===== src/rtl/mouse_pkg.sv =====
// Shared types and on-screen button regions for the mouse click path.
package mouse_pkg;

  typedef enum logic [1:0] {
    BTN_NONE,
    BTN_HIT,
    BTN_STAND,
    BTN_DEAL
  } click_id_t;

  typedef enum logic [1:0] {
    StIdle,
    StPressDb,
    StHeld,
    StRelDb
  } click_state_t;

  localparam logic [11:0] HIT_X0   = 12'd100;
  localparam logic [11:0] HIT_Y0   = 12'd600;
  localparam logic [11:0] HIT_W    = 12'd100;
  localparam logic [11:0] HIT_H    = 12'd50;

  localparam logic [11:0] STAND_X0 = 12'd250;
  localparam logic [11:0] STAND_Y0 = 12'd600;
  localparam logic [11:0] STAND_W  = 12'd100;
  localparam logic [11:0] STAND_H  = 12'd50;

  localparam logic [11:0] DEAL_X0  = 12'd400;
  localparam logic [11:0] DEAL_Y0  = 12'd600;
  localparam logic [11:0] DEAL_W   = 12'd100;
  localparam logic [11:0] DEAL_H   = 12'd50;

  // Half-open box test; region constants are small enough that x0+w never overflows.
  function automatic logic in_region(input logic [11:0] x, input logic [11:0] y,
                                     input logic [11:0] x0, input logic [11:0] y0,
                                     input logic [11:0] w, input logic [11:0] h);
    return (x >= x0) && (x < x0 + w) && (y >= y0) && (y < y0 + h);
  endfunction

endpackage


===== src/rtl/mouse_click_decoder_if.sv =====
// Bus between the registered mouse stage / game FSM and the click decoder.
interface mouse_click_decoder_if;
  import mouse_pkg::*;

  logic [11:0] xpos;
  logic [11:0] ypos;
  logic        left;
  logic        right;
  logic        enable;
  logic        click_valid;
  click_id_t   click_id;
  logic        busy;

  modport master (
    output xpos, ypos, left, right, enable,
    input  click_valid, click_id, busy
  );

  modport slave (
    input  xpos, ypos, left, right, enable,
    output click_valid, click_id, busy
  );

endinterface


===== src/rtl/button_hit_test.sv =====
// Combinational map from a screen coordinate to the game button under it.
module button_hit_test
  import mouse_pkg::*;
(
  input  logic [11:0] x,
  input  logic [11:0] y,
  output click_id_t   id
);

  always_comb begin
    id = BTN_NONE;
    if (in_region(x, y, HIT_X0, HIT_Y0, HIT_W, HIT_H)) begin
      id = BTN_HIT;
    end else if (in_region(x, y, STAND_X0, STAND_Y0, STAND_W, STAND_H)) begin
      id = BTN_STAND;
    end else if (in_region(x, y, DEAL_X0, DEAL_Y0, DEAL_W, DEAL_H)) begin
      id = BTN_DEAL;
    end
  end

endmodule


===== src/rtl/mouse_click_decoder.sv =====
// Debounces the left button into single-cycle click events tagged with the button hit.
// Optional RIGHT_CANCEL_EN: right button during press debounce cancels the click.
module mouse_click_decoder
  import mouse_pkg::*;
#(
  parameter int unsigned      CNT_W           = 16,
  parameter logic [CNT_W-1:0] DEBOUNCE_CYCLES = 16'd65000
) (
  input logic                  clk,
  input logic                  rst,
  mouse_click_decoder_if.slave bus
);

  click_state_t     state_q, state_d;
  logic [CNT_W-1:0] cnt_q, cnt_d;
  logic [11:0]      x_q, x_d;
  logic [11:0]      y_q, y_d;
  logic             valid_q, valid_d;
  click_id_t        id_q, id_d;
  logic             busy_q;
  click_id_t        hit_id;
  logic             cancel;

`ifdef RIGHT_CANCEL_EN
  assign cancel = bus.right;
`else
  logic unused_right;
  assign cancel       = 1'b0;
  assign unused_right = bus.right;
`endif

  button_hit_test u_hit (
    .x  (x_q),
    .y  (y_q),
    .id (hit_id)
  );

  // The sample that enters PRESS_DB/REL_DB already counts as the first stable one.
  always_comb begin
    state_d = state_q;
    cnt_d   = cnt_q;
    x_d     = x_q;
    y_d     = y_q;
    valid_d = 1'b0;
    id_d    = BTN_NONE;
    unique case (state_q)
      StIdle: begin
        if (bus.left && bus.enable) begin
          state_d = StPressDb;
          cnt_d   = CNT_W'(1);
          x_d     = bus.xpos;
          y_d     = bus.ypos;
        end
      end
      StPressDb: begin
        if (cancel) begin
          state_d = StHeld;
          cnt_d   = '0;
        end else if (!bus.left) begin
          state_d = StIdle;
          cnt_d   = '0;
        end else if (cnt_q >= DEBOUNCE_CYCLES - CNT_W'(1)) begin
          state_d = StHeld;
          cnt_d   = DEBOUNCE_CYCLES;
          valid_d = 1'b1;
          id_d    = hit_id;
        end else begin
          cnt_d = cnt_q + CNT_W'(1);
        end
      end
      StHeld: begin
        if (!bus.left) begin
          state_d = StRelDb;
          cnt_d   = CNT_W'(1);
        end
      end
      StRelDb: begin
        if (bus.left) begin
          state_d = StHeld;
          cnt_d   = '0;
        end else if (cnt_q >= DEBOUNCE_CYCLES - CNT_W'(1)) begin
          state_d = StIdle;
          cnt_d   = '0;
        end else begin
          cnt_d = cnt_q + CNT_W'(1);
        end
      end
      default: begin
        state_d = StIdle;
        cnt_d   = '0;
      end
    endcase
  end

  always_ff @(posedge clk or negedge rst) begin
    if (!rst) begin
      state_q <= StIdle;
      cnt_q   <= '0;
      x_q     <= '0;
      y_q     <= '0;
      valid_q <= 1'b0;
      id_q    <= BTN_NONE;
      busy_q  <= 1'b0;
    end else begin
      state_q <= state_d;
      cnt_q   <= cnt_d;
      x_q     <= x_d;
      y_q     <= y_d;
      valid_q <= valid_d;
      id_q    <= id_d;
      busy_q  <= (state_d != StIdle);
    end
  end

  assign bus.click_valid = valid_q;
  assign bus.click_id    = id_q;
  assign bus.busy        = busy_q;

endmodule


===== src/flat_wrapper.sv =====
// flat-port wrapper written by rule: the top's interface ports become plain ports
module mouse_click_decoder_flat import mouse_pkg::*;
#(
  parameter int unsigned      CNT_W           = 16,
  parameter logic [CNT_W-1:0] DEBOUNCE_CYCLES = 16'd65000
)
  (clk, rst, bus_xpos, bus_ypos, bus_left, bus_right, bus_enable, bus_click_valid, bus_click_id, bus_busy);
  mouse_click_decoder_if bus_i ();
  input logic clk;
  input logic rst;
  input wire logic [$bits(bus_i.xpos)-1:0] bus_xpos;
  input wire logic [$bits(bus_i.ypos)-1:0] bus_ypos;
  input wire logic [$bits(bus_i.left)-1:0] bus_left;
  input wire logic [$bits(bus_i.right)-1:0] bus_right;
  input wire logic [$bits(bus_i.enable)-1:0] bus_enable;
  output wire logic [$bits(bus_i.click_valid)-1:0] bus_click_valid;
  output wire logic [$bits(bus_i.click_id)-1:0] bus_click_id;
  output wire logic [$bits(bus_i.busy)-1:0] bus_busy;
  assign bus_i.xpos = bus_xpos;
  assign bus_i.ypos = bus_ypos;
  assign bus_i.left = bus_left;
  assign bus_i.right = bus_right;
  assign bus_i.enable = bus_enable;
  assign bus_click_valid = bus_i.click_valid;
  assign bus_click_id = bus_i.click_id;
  assign bus_busy = bus_i.busy;
  mouse_click_decoder #(.CNT_W(CNT_W), .DEBOUNCE_CYCLES(DEBOUNCE_CYCLES)) u_core (.clk(clk), .rst(rst), .bus(bus_i));
endmodule

===== config.mk =====
export PLATFORM = sky130hd
export DESIGN_NAME = mouse_click_decoder_flat
export DESIGN_NICKNAME = d
export VERILOG_FILES = /design/src/rtl/mouse_pkg.sv /design/src/rtl/mouse_click_decoder_if.sv /design/src/rtl/button_hit_test.sv /design/src/rtl/mouse_click_decoder.sv /design/src/flat_wrapper.sv
export SDC_FILE = /design/constraint.sdc
export NUM_CORES = 1
export LEC_CHECK = 0
export ABC_AREA = 1
export BUFFER_PORTS_ARGS = -buffer_cell sky130_fd_sc_hd__clkbuf_2
export CORE_ASPECT_RATIO = 2
export CORE_MARGIN = 2
export CORE_UTILIZATION = 35
export DETAILED_ROUTE_END_ITERATION = 12
export PLACE_DENSITY_LB_ADDON = 0.1
export SKIP_CTS_REPAIR_TIMING = 1
export SYNTH_ARGS = -nofsm -noshare
export SYNTH_HDL_FRONTEND = slang
export SYNTH_SLANG_ARGS = --single-unit

===== constraint.sdc =====
create_clock -name clk -period 1.6 [get_ports clk]
set_input_delay 0.32 -clock clk [delete_from_list [all_inputs] [get_ports clk]]
set_output_delay 0.32 -clock clk [all_outputs]
set_load 0.02 [all_outputs]

==> results.toml, run 1 <==
[clock_tree]
cts_made_buffers = 5
clk_path_buf_depth = 2
cts_root_buf = "clkbuf_16"
cts.sinks = 44
htree_num_levels = 2
cts_tree = "yes"
insertion_delay_ps = 280
clk_pin_slew_ps = 60

[timing]
hold_slack_ps = 8.963
min_period_over_period_pct = 94.14
max_freq_mhz = 663.9
grt_setup_unrepaired = "false"
final_max_slew_viol_count = 0
finalSetupViolCount = 0
tns_ps = 0
max-slew-margin-rel_pct = 81.96
clock_skew_ps = 2.773
worstMarginPinSlew_ps = 268.5
hold_violations = 0
layout_min_cycle_time_ps = 1506

[routing]
avgViaCountPerCell = 4.732
post-route-drc-count = 0
drt_iter0_drc = 74
ant_nets = 0
vias = 2063
first_pass_iters = 4
wl_microns = 5586
wl_per_cell_microns = 12.81

[synthesis]
synth_top_area_share_pct = 46.03
avgSynthCellArea_sq_um = 8.193
syn-cell-area_sq_um = 2392
yosys-top-cells-area = "dfrtp_1 (46%), nand2_1 (12%), nor2_1 (6.0%)"
synth_cell_type_count = 33
ys_warn_count = 0
postSynthCellCount = 292
synth_seq_cells = 44
syn-num-nets = 322
yosysSeqAreaShare_pct = 46.03
yosysTopAreaCell = "dfrtp_1"

[setup_path]
reg2reg_to = "u_core.cnt_q[5]"
end_kind = "flop"
slowest_stage = "dfrtp_1"
worstPathCellList = "ha_1, nand2_1, nand3_1, nand2_1, nand2_2, nand2_4, buf_4, o21ai_0, nand2_2, o21ai_2"
cpLargestDelayFamily = "simple AND/OR/NAND/NOR gates"
cpPeakStageDelay_ps = 400
cp_max_fo = 6
r2r-start = "u_core.cnt_q[1]"
worstSetupStartpointType = "flop"
cp_num_buf_inv = 1
reg2reg_depth = 10
r2r_slack_ps = 90
crit_required_ps = 1780
arrival_ps = 1680
path_class = "reg2reg"

[power_and_ir_drop]
p_leak_uw = 0.001544
vdd_ir_drop_max_mv = 0.3959
p_per_area_nw_per_um2 = 775.1
total_power_uw = 2308

[global_route]
grt_pass1_vias = 2154
grt_pass1_wl_microns = 9749
antenna_found_initial = 0
grt_max_degree = 45
grt_usage_pct = 16.49
overflow = 0

[floorplan]
die_w_microns = 62.46
ios = 33
placementRows = 42
dieArea_sq_um = 7553
start_util_pct = 36.13
die_h_microns = 120.9
coreArea_sq_um = 6621

[cells_and_area]
final_common_cell = "nand2_1"
final_cells = 436
layout_common_cells = "nand2_1 (74), dfrtp_1 (44), nor2_1 (35)"
insertedDiodeCount = 0
layout-drive-gt1-share_pct = 28.45
finalNetCount = 377
area_growth_pct = 24.48

[place]
portBuffers = 29
place.gp.congestion = 0.8232
place_inst = 428
dp_hpwl_microns = 4277

[run_status]
outcome = "completed"

[run]
maxCapViolCount = 0

[hold_path]
hp-class = "in2async"
-- state kept, by name, summed over array words and instances, names as in the netlist --
name / count
u_core.x_q: 11
u_core.bus.click_valid: 1
u_core.cnt_q: 16
u_core.bus.click_id: 2
u_core.bus.busy: 1
u_core.state_q: 2
u_core.y_q: 11
-- routing by layer --
layer  track usage (%)  vias to the layer above  wire, microns  share of wire [%]
li1                  -                     1044              -                  -
met1             16.62                      977           2136                 38
met2             31.79                       31           3128                 56
met3             3.061                       11            138                2.5
met4             7.778                        0            183                3.3
met5                 0                        -              0                  0
-- how the worst max path moves through the flow --
stage | slack, ps | depth (start not counted) | from | endpoint
after floorplan | 220 | 11 | u_core.cnt_q[0] | u_core.cnt_q[3]
after global placement | 100 | 10 | u_core.cnt_q[0] | u_core.cnt_q[12]
after detailed placement | 60 | 8 | u_core.cnt_q[1] | u_core.cnt_q[14]
after CTS | 50 | 8 | u_core.cnt_q[1] | u_core.cnt_q[14]
after global routing | 8 | 10 | u_core.cnt_q[1] | u_core.cnt_q[5]
final | 90 | 10 | u_core.cnt_q[1] | u_core.cnt_q[5]
-- Yosys cell counts --
master	count
nand2_1	74
mux2_2	5
mux2_4	7
o21a_1	1
a31oi_1	2
ha_1	1
o21ai_2	5
a21oi_1	14
nor2_1	38
inv_2	2
nand2_4	1
buf_6	4
nor3_1	4
nor2_4	1
o21ai_1	3
buf_4	1
o21bai_1	1
o21ai_0	8
clkbuf_1	1
nand3_4	1
nand3_2	2
inv_1	32
o211ai_1	1
a22oi_1	1
nand3_1	19
nor2_2	3
xor2_1	2
nand2_2	6
a21boi_1	2
nand4_1	2
or2_2	2
dfrtp_1	44
o22ai_1	2
-- report_power, final --
part	switching (uW)	internal, uW	total (uW)
Clock	426	622	1050
Sequential	8.21	1120	1130
Combinational	72.8	58.3	131
Total	507	1800	2310
-- logic make-up (layout without fill, tap and decap cells) --
family	count (synthesis)	count (layout)	share of synthesized area (%)
simple gates	153	153	28.30
xor+xnor	2	2	0.7324
flops	44	44	46.03
compound gates	40	40	9.990
fa+ha+maj	1	1	0.5229
mux	12	12	6.747
buf+inv	40	96	7.688
-- through the flow --
step | cell area (sq um) | setup WS (ps) | util, %
global placement | 2816 | 99.83 | 42.54
floorplan | 2392 | 216.3 | -
global route | 2978 | 7.836 | 44.97
CTS | 2967 | 48.39 | 44.80
finish | 2978 | 93.73 | 44.97
detailed placement | 2816 | 64.09 | 42.54
-- layout make-up --
type                            count  area (sq um)
Fill cell                         716          3643
Sequential cell                    44          1101
Inverter                           34         127.6
Multi-Input combinational cell    208          1115
Timing Repair Buffer               54         374.1
Clock buffer                        7         142.6
Clock inverter                      1         7.507
Tap cell                           88         110.1
No activity file was read; power rests on OpenSTA's default activity.
==> inputs of run 2 (changes only) <==
Settings changed: CORE_ASPECT_RATIO 2 to 1.2.
==> run 2 against run 1 <==
  * The flow now finishes with violations (negative hold slack)
  * Count of clock-buffer cells in the layout shrank 1
  * Die area shrank 0.50%
  * Utilization shrank 1.5 points
==> results.toml, run 2 (same netlist as run 1, synthesis figures left out) <==
[run_status]
outcome = "finished with violations"
violations = "negative hold slack"

[routing]
first_pass_iters = 4
ant_nets = 0
top_layer = "met4"
wl_per_cell_microns = 11.72
wl_microns = 5111
post-route-drc-count = 0
drt-met1-wl_microns = 2355
drt_iter0_drc = 31
avgViaCountPerCell = 4.683
dr_wl_met2_microns = 2483
vias = 2042
wl_met3_microns = 162

[cells_and_area]
final_common_cell = "nand2_1"
top_register = "u_core.cnt_q"
area_growth_pct = 22.39
layout_common_cells = "nand2_1 (74), dfrtp_1 (44), nor2_1 (37)"
final_cells = 436
top_regs = "u_core.cnt_q x16, u_core.x_q x11, u_core.y_q x11"
final_util_pct = 43.50
largest_register_ffs = 16
layout-drive-gt1-share_pct = 28.08
finalNetCount = 378
insertedDiodeCount = 0

[clock_tree]
insertion_delay_ps = 300
cts.sinks = 44
cts_made_buffers = 5
clk_pin_slew_ps = 80
clk_path_buf_depth = 2
cts_root_buf = "clkbuf_8"
cts_tree = "yes"
htree_num_levels = 2

[timing]
clock_skew_ps = 7.201
hold_violations = 9
max-slew-margin-rel_pct = 83.03
final_max_slew_viol_count = 0
worstMarginPinSlew_ps = 252.0
layout_min_cycle_time_ps = 1481
finalSetupViolCount = 0
setup_ws_ps = 118.9
min_period_over_period_pct = 92.57
hold_slack_ps = -8.226
max_freq_mhz = 675.2

[floorplan]
die_h_microns = 94.57
die_w_microns = 79.47
coreArea_sq_um = 6730
ios = 33
start_util_pct = 35.55
placementRows = 33
dieArea_sq_um = 7515

[global_route]
antenna_found_initial = 0
overflow = 0
grt_pass1_vias = 2027
grt_max_degree = 45
grt_pass1_wl_microns = 8825
grt_usage_pct = 15.03

[setup_path]
slowest_stage = "dfrtp_1"
reg2reg_depth = 11
end_kind = "flop"
cpPeakStageDelay_ps = 410
r2r-start = "u_core.cnt_q[1]"
arrival_ps = 1720
path_class = "reg2reg"
cp_max_fo = 4
cpLargestDelayFamily = "simple AND/OR/NAND/NOR gates"
cp_num_buf_inv = 1
worstSetupStartpointType = "flop"
crit_path_start = "u_core.cnt_q[1]"
crit_required_ps = 1840
cp_num_cells = 11
worstPathCellList = "ha_1, nand2_1, nand3_1, nand2_1, nand2_2, nand2_4, nand2_2, nand2_2, buf_4, nand3_2, nand2_1"

[power_and_ir_drop]
p_per_area_nw_per_um2 = 720.3
p_leak_uw = 0.001532
vdd_ir_drop_max_mv = 0.3048

[place]
dp_hpwl_microns = 3697
portBuffers = 29
place_inst = 427
pre_cts_ws_ps = 100.9
place.gp.congestion = 0.8355

[hold_path]
hp-class = "in2async"

[run]
maxCapViolCount = 0
[run 2: changes by cell type in the layout (fill, tap and decap cells not counted), moves of 2 or more]
cell / before / now
clkbuf_16: 5 / 0
clkbuf_8: 1 / 5
nor2_1: 35 / 37
nor2_2: 6 / 4
[run 2: worst paths after layout]
path	slack, ps	end
setup / recovery	120	u_core.cnt_q[14]
min in group clk	250	u_core.x_q[2]
max in group asynchronous	1380	u_core.y_q[4]
hold reg to reg	510	u_core.y_q[2]
hold / removal	-8	u_core.x_q[2]
setup reg to reg	120	u_core.cnt_q[14]
[run 2: final cells by class]
type                       count  area (sq um)
tap                           87         108.9
multi-input combinational    208          1110
fill                         683          3802
clock inverter                 2         35.03
timing repair buffer          55         372.9
inverter                      34         127.6
clock buffer                   6         72.57
sequential                    44          1101
[run 2: power by group]
part / internal [uW] / total [uW] / switching (uW)
Clock: 464 / 851 / 387
Sequential: 1120 / 1130 / 8.72
Combinational: 59.8 / 131 / 70.9
Total: 1640 / 2110 / 467
[run 2: layer usage]
| metal | track usage (%) | vias up |
|---|---|---|
| met5 | 0 | - |
| met4 | 5.316 | 0 |
| met3 | 3.250 | 9 |
| met2 | 26.12 | 30 |
| met1 | 18.26 | 958 |
| li1 | - | 1045 |
[run 2: through the flow]
stage / total power [uW] / hold slack, ps / cell area (sq um) / setup TNS [ps]
after floorplan: 1191 / 24.41 / 2392 / 0
after global placement: 1277 / 326.0 / 2803 / 0
after detailed placement: 1278 / 330.0 / 2803 / 0
after CTS: 2142 / 2.025 / 2910 / 0
after global routing: 2214 / 0.4721 / 2928 / -5.067
final: 2109 / -8.226 / 2928 / 0
